**config.mk**
```make
export PLATFORM = sky130hd
export DESIGN_NAME = finalization_tag
export DESIGN_NICKNAME = d
export VERILOG_FILES = /design/src/rtl/acorn_pkg.sv /design/src/rtl/finalization_tag_steps.sv /design/src/rtl/finalization_tag.sv
export SDC_FILE = /design/constraint.sdc
export NUM_CORES = 2
export LEC_CHECK = 0
export CORE_MARGIN = 3
export CORE_UTILIZATION = 45
export DETAILED_ROUTE_END_ITERATION = 12
export GPL_ROUTABILITY_DRIVEN = 0
export MAX_ROUTING_LAYER = met4
export PLACE_DENSITY_LB_ADDON = 0.15
export SYNTH_ARGS = -nofsm -noshare
export SYNTH_HDL_FRONTEND = slang
export SYNTH_SLANG_ARGS = --single-unit
```
**constraint.sdc**
```tcl
create_clock -name clk -period 58 [get_ports clk]
set_input_delay 8.7 -clock clk [delete_from_list [all_inputs] [get_ports clk]]
set_output_delay 8.7 -clock clk [all_outputs]
set_load 0.05 [all_outputs]
```
**src/rtl/acorn_pkg.sv**
```systemverilog
// Shared ACORN-128 constants, finalization FSM encoding and the boolean helpers
// used by the keystream and feedback functions.
package acorn_pkg;

   localparam int STATE_W   = 293;
   localparam int TAG_W     = 128;
   localparam int N_STEPS   = 768;
   localparam int TAG_START = N_STEPS - TAG_W;
   localparam int CNT_W     = 10;

   localparam logic [CNT_W-1:0] CNT_TAG_START = CNT_W'(TAG_START);
   localparam logic [CNT_W-1:0] CNT_LAST      = CNT_W'(N_STEPS - 1);

   localparam logic [1:0] FSM_IDLE = 2'd0;
   localparam logic [1:0] FSM_RUN  = 2'd1;
   localparam logic [1:0] FSM_DONE = 2'd2;

   typedef logic [STATE_W-1:0] acorn_state_t;
   typedef logic [TAG_W-1:0]   acorn_tag_t;

   function automatic logic maj3(input logic x, input logic y, input logic z);
      return (x & y) ^ (x & z) ^ (y & z);
   endfunction

   function automatic logic ch3(input logic x, input logic y, input logic z);
      return (x & y) ^ (~x & z);
   endfunction

endpackage

```
**src/rtl/finalization_tag_steps.sv**
```systemverilog
// ACORN-128 step primitives: keystream bit generation and the one-step state
// update (LFSR mixing, nonlinear feedback, shift).
module ksg128
   import acorn_pkg::*;
(
   input  logic [STATE_W-1:0] state_in,
   output logic               ks_out
);

   logic mix61;
   logic mix154;
   logic mix193;
   logic mix230;
   logic unusedState;

   // The keystream sees the state after this step's LFSR mixing, so the four
   // mixed taps it needs are rebuilt here from the raw register.
   assign mix61  = state_in[61]  ^ state_in[23]  ^ state_in[0];
   assign mix154 = state_in[154] ^ state_in[111] ^ state_in[107];
   assign mix193 = state_in[193] ^ state_in[160] ^ state_in[154];
   assign mix230 = state_in[230] ^ state_in[196] ^ state_in[193];

   assign ks_out = state_in[12] ^ mix154
                 ^ maj3(state_in[235], mix61, mix193)
                 ^ ch3(mix230, state_in[111], state_in[66]);

   assign unusedState = ^state_in;

endmodule

module state_update128
   import acorn_pkg::*;
(
   input  logic [STATE_W-1:0] state_in,
   input  logic               ks_in,
   input  logic               ca_in,
   input  logic               cb_in,
   input  logic               mbit_in,
   output logic [STATE_W-1:0] state_out
);

   logic [STATE_W-1:0] mixed;
   logic               fbk;

   // Every mixing source is read before it is itself rewritten, so all terms
   // can be taken from the unmodified input.
   always_comb begin
      mixed      = state_in;
      mixed[289] = state_in[289] ^ state_in[235] ^ state_in[230];
      mixed[230] = state_in[230] ^ state_in[196] ^ state_in[193];
      mixed[193] = state_in[193] ^ state_in[160] ^ state_in[154];
      mixed[154] = state_in[154] ^ state_in[111] ^ state_in[107];
      mixed[107] = state_in[107] ^ state_in[66]  ^ state_in[61];
      mixed[61]  = state_in[61]  ^ state_in[23]  ^ state_in[0];
   end

   assign fbk = mixed[0] ^ ~mixed[107]
              ^ maj3(mixed[244], mixed[23], mixed[160])
              ^ (ca_in & mixed[196])
              ^ (cb_in & ks_in);

   assign state_out = {fbk ^ mbit_in, mixed[STATE_W-1:1]};

endmodule

```
**src/rtl/finalization_tag.sv**
```systemverilog
// ACORN-128 finalization: 768 update steps with m=0, ca=cb=1, collecting the
// keystream of the last 128 steps as the authentication tag.
module finalization_tag
   import acorn_pkg::*;
(
   input  logic               clk,
   input  logic               rst,
   input  logic               start,
   input  logic [STATE_W-1:0] state_in,
   output logic               busy,
   output logic               done,
   output logic [TAG_W-1:0]   tag_out,
   output logic [STATE_W-1:0] state_out
);

   logic [1:0]       fsm_q,      fsm_d;
   logic [CNT_W-1:0] count_q,    count_d;
   acorn_state_t     stateReg_q, stateReg_d;
   acorn_tag_t       tag_q,      tag_d;
   logic             busy_q,     busy_d;
   logic             done_q,     done_d;
   acorn_tag_t       tagOut_q,   tagOut_d;
   acorn_state_t     stateOut_q, stateOut_d;

   acorn_state_t     stateNext;
   logic             ksBit;

   ksg128 uKsg (
      .state_in (stateReg_q),
      .ks_out   (ksBit)
   );

   state_update128 uUpdate (
      .state_in  (stateReg_q),
      .ks_in     (ksBit),
      .ca_in     (1'b1),
      .cb_in     (1'b1),
      .mbit_in   (1'b0),
      .state_out (stateNext)
   );

   // The tag shifts in from the top, so after 128 insertions the first
   // collected keystream bit has arrived at bit 0.
   always_comb begin
      fsm_d      = fsm_q;
      count_d    = count_q;
      stateReg_d = stateReg_q;
      tag_d      = tag_q;
      busy_d     = busy_q;
      done_d     = done_q;
      tagOut_d   = tagOut_q;
      stateOut_d = stateOut_q;

      case (fsm_q)
         FSM_RUN: begin
            stateReg_d = stateNext;
            if (count_q >= CNT_TAG_START) begin
               tag_d = {ksBit, tag_q[TAG_W-1:1]};
            end
            if (count_q == CNT_LAST) begin
               fsm_d      = FSM_DONE;
               count_d    = '0;
               busy_d     = 1'b0;
               done_d     = 1'b1;
               tagOut_d   = tag_d;
               stateOut_d = stateNext;
            end else begin
               count_d = count_q + 1'b1;
            end
         end
         default: begin
            if (start) begin
               fsm_d      = FSM_RUN;
               count_d    = '0;
               stateReg_d = state_in;
               tag_d      = '0;
               busy_d     = 1'b1;
               done_d     = 1'b0;
               tagOut_d   = '0;
               stateOut_d = '0;
            end
         end
      endcase
   end

   always_ff @(posedge clk or posedge rst) begin
      if (rst) begin
         fsm_q      <= FSM_IDLE;
         count_q    <= '0;
         stateReg_q <= '0;
         tag_q      <= '0;
         busy_q     <= 1'b0;
         done_q     <= 1'b0;
         tagOut_q   <= '0;
         stateOut_q <= '0;
      end else begin
         fsm_q      <= fsm_d;
         count_q    <= count_d;
         stateReg_q <= stateReg_d;
         tag_q      <= tag_d;
         busy_q     <= busy_d;
         done_q     <= done_d;
         tagOut_q   <= tagOut_d;
         stateOut_q <= stateOut_d;
      end
   end

   assign busy      = busy_q;
   assign done      = done_q;
   assign tag_out   = tagOut_q;
   assign state_out = stateOut_q;

endmodule

```
==> reports/qor.yml <==
final_setup_tns_ns: 0
synth-edff-count: 0
yosys_warnings: 0
report.final.hold_viol_count: 0
yosys_register_bits: 854
final.setup_skew_ns: 0.0295
timing_max_transition_violations_final: 0
synth_cell_type_count: 34
cts_tree: "built"
clock_sink_count: 854
reg2reg_from: "count_q[8]"
detail-route-antenna-nets: 0
worst_r2r_dst: "tag_q[66]"
endpoint_kind: "asynchronous set/reset pin"
hold_path_depth: 2
worst_slew_margin_rel_pct: 19.5
startpoint_type: "primary input"
timing.final.setup_violations: 0
ys_seq_area_share_pct: 61.2
power_switching_share_pct: 32.4
detail_route.wl_per_cell_um: 22.8
seq_power_share_pct: 46.2
worst_ep_arrival_time_ns: 13.24
rsz_0062_raised_after_global_routing: "no"
number_of_standard_cells_in_the_layout_taps_in_and_fillers_out: 4593
async_flop_share_pct: 100
number_of_drc_markers_in_iteration_0: 1759
proportion_of_power_drawn_by_combinational_gates_pct: 19.9
number_of_antenna_violations_at_the_first_check_in_global_routing: 32
timing.hold.worst.start: "tag_out[95]"
reg2reg_slack_ns: 53.99
total_leakage_power_nw: 21.5
maxClockFrequency_mhz: 79.5
synthesis.area_um2: 34900
cts.reportedPaths.clkPinSlew_ns: 0.06
net_switching_power_uw: 553
port_buffers: 718
root_buffer: "sky130_fd_sc_hd__clkbuf_16"
clk-insertion-delay-late_ns: 0.63
cpPeakStageDelay_ns: 0.89
post-route-period-util_pct: 21.7
outcome: "finished clean"
crit_chain: "clkdlybuf4s50_1, inv_8, buf_4, buf_4, buf_12, buf_4"
grt_resource_usage_total_pct: 26.2
core_area_um2: 76300
power.density_nw_per_um2: 37.4
rows: 101
place.detailed.instances: 4402
floorplan.die_area_um2: 80900
timing.critical_path.slowest_stage_cell: "sky130_fd_sc_hd__buf_4"
cts_max_path_buffers: 3
path_class_of_the_lowest_slack_min_delay_path: "reg2reg"
reg2reg_depth: 6
setup_slack_ns: 45.41
die_outline_height_um: 284
detailedPlace.worstSlack_ns: 44.53
finalWorstPathRequiredPeriod_ns: 12.59
area_delta_synth_final_pct: 31.0
htree_num_levels: 3
drt_drc_violations_left: 0
req_time_crit_path_ns: 58.65
timing.critical_path.fanout_max: 183
holdPathEnd: "tag_out[95]"
top_library_cells_by_usage_in_the_layout_fill_and_taps_aside: "sky130_fd_sc_hd__dfrtp_1 (854), sky130_fd_sc_hd__clkdlybuf4s50_1 (717), sky130_fd_sc_hd__nand2_1 (428)"
ir_worst_vdd_mv: 0.0337
criticalPathCategory: "in2async"
initial_drt_pass_iterations: 5
layout.cells.most_common: "sky130_fd_sc_hd__dfrtp_1"
place_hpwl_um: 70500
number_of_cells_produced_by_synthesis: 2872
syn_area_per_cell_um2: 12.2
final_layout_size_suffix_gt1_share_pct: 5.38
global_route_wire_length_before_repair_um: 162000
initial_core_utilization_pct: 45.7
cts_setup_buffers: 0
numCtsBuffers: 88
power.share.clock_pct: 33.8
cts_hold_repair.buffers: 0
io_pins: 719
cts_resized: 0
filler_cell_count: 6127
route.detailed.vias_per_inst: 5.61
cpMostUsedCell: "sky130_fd_sc_hd__buf_4"
post_synth_net_total: 3170
power_mw: 1.71
die_w_um: 284
routed_wl_um: 105000
worstMarginPinSlew_ns: 1.21
grt_start_max_net_pins: 270
intPower_mw: 1.15
globalRouteOverflowTotal: 0
final_stage_net_count: 3760
drv.max_cap_violation_count: 0
vias_in_the_first_global_route: 26233
route.vias.total: 25744
critical_path.startpoint: "rst"
dominantRegCellSynth: "sky130_fd_sc_hd__dfrtp_1"
Yosys cell counts (2+ instances only):
library cell               count  area [um^2]
sky130_fd_sc_hd__ha_1          2         25.0
sky130_fd_sc_hd__dfrtp_1     854        21400
sky130_fd_sc_hd__a22o_1      417         3650
sky130_fd_sc_hd__and2_1        2         12.5
sky130_fd_sc_hd__o21ai_1       2         10.0
sky130_fd_sc_hd__nand3_1       2         10.0
sky130_fd_sc_hd__and3_1        3         18.8
sky130_fd_sc_hd__o31ai_1     130          976
sky130_fd_sc_hd__xnor2_1      14          123
sky130_fd_sc_hd__mux2i_1     419         4190
sky130_fd_sc_hd__a21o_1        2         15.0
sky130_fd_sc_hd__clkbuf_1    124          465
sky130_fd_sc_hd__xor2_1        3         26.3
sky130_fd_sc_hd__o21ai_0     305         1530
sky130_fd_sc_hd__inv_1         5         18.8
sky130_fd_sc_hd__nor2_1        9         33.8
sky130_fd_sc_hd__nand2_1     429         1610
sky130_fd_sc_hd__nand4_1       3         18.8
sky130_fd_sc_hd__nor3_1        2         10.0
sky130_fd_sc_hd__nor2b_1       3         18.8
sky130_fd_sc_hd__a22o_2        2         20.0
sky130_fd_sc_hd__maj3_1        2         20.0
sky130_fd_sc_hd__buf_1        20         75.1
sky130_fd_sc_hd__buf_2       103          515
sky130_fd_sc_hd__a211oi_1      2         15.0
sky130_fd_sc_hd__a21oi_1       4         20.0
sky130_fd_sc_hd__xor3_2        2         50.1
worst max-delay path: cells and delay by family:
family	cells	cell delay (ns)
buf+inv	6	4.29
per-stage QoR:
stage	hold WS (ns)	area, um^2	utilization, %
3_5_place_dp	0.466	42700	55.9
4_1_cts	0.479	45600	59.8
2_1_floorplan	0.465	34900	-
3_3_place_gp	0.461	42700	55.9
6_report	0.473	45700	59.9
5_1_grt	0.503	45700	59.9
metal layers:
metal / vias up / share of wire (%) / track usage [%]
met3: 167 / 7.4 / 7.29
li1: 11651 / - / -
met5: - / 0 / -
met4: 0 / 3.4 / 9.85
met1: 13123 / 41 / 32.4
met2: 803 / 48 / 41.3
registers in the layout (all words and copies together), names as in the netlist:
signal / count
tag_q: 128
fsm_q: 2
tag_out: 128
state_out: 293
stateReg_q: 293
count_q: 10
how the worst max path moves through the flow:
stage | depth (start not counted) | endpoint | slack, ns
3_3_place_gp | 6 | stateReg_q[33] | 44.67
2_1_floorplan | 1 | count_q[0] | 25.30
6_report | 6 | stateReg_q[45] | 45.41
5_1_grt | 6 | stateReg_q[269] | 44.72
3_5_place_dp | 6 | stateReg_q[33] | 44.53
4_1_cts | 6 | stateReg_q[37] | 45.18
logic make-up after synthesis:
logic type	Yosys count	share of synthesized area, %
DFF	854	61.2
buffers and inverters	253	3.10
muxes	419	12.0
AOI/OAI and AO/OA	868	17.9
and+or+nand+nor	455	5.00
adders and majority gates	4	0.129
xor gates and xnor gates	19	0.570
power by group through the flow:
stage | logic (mW) | registers, mW | clock network (mW)
3_3_place_gp | 0.333 | 0.793 | 0
3_5_place_dp | 0.345 | 0.797 | 0
6_report | 0.340 | 0.790 | 0.578
2_1_floorplan | 0.252 | 0.768 | 0
5_1_grt | 0.388 | 0.803 | 0.617
4_1_cts | 0.346 | 0.789 | 0.590
area by class of cell:
class / instances / area [um^2] / share of cell area, %
sequential: 854 / 21400 / 46.7
inverter: 5 / 26.3 / 0.0575
timing repair buffer: 748 / 7470 / 16.3
multi-input combinational: 1765 / 12500 / 27.4
clock buffer: 128 / 2630 / 5.76
tap: 1030 / 1290 / 2.82
antenna: 32 / 80.1 / 0.175
clock inverter: 31 / 335 / 0.734
No activity file was read; power rests on OpenSTA's default activity.
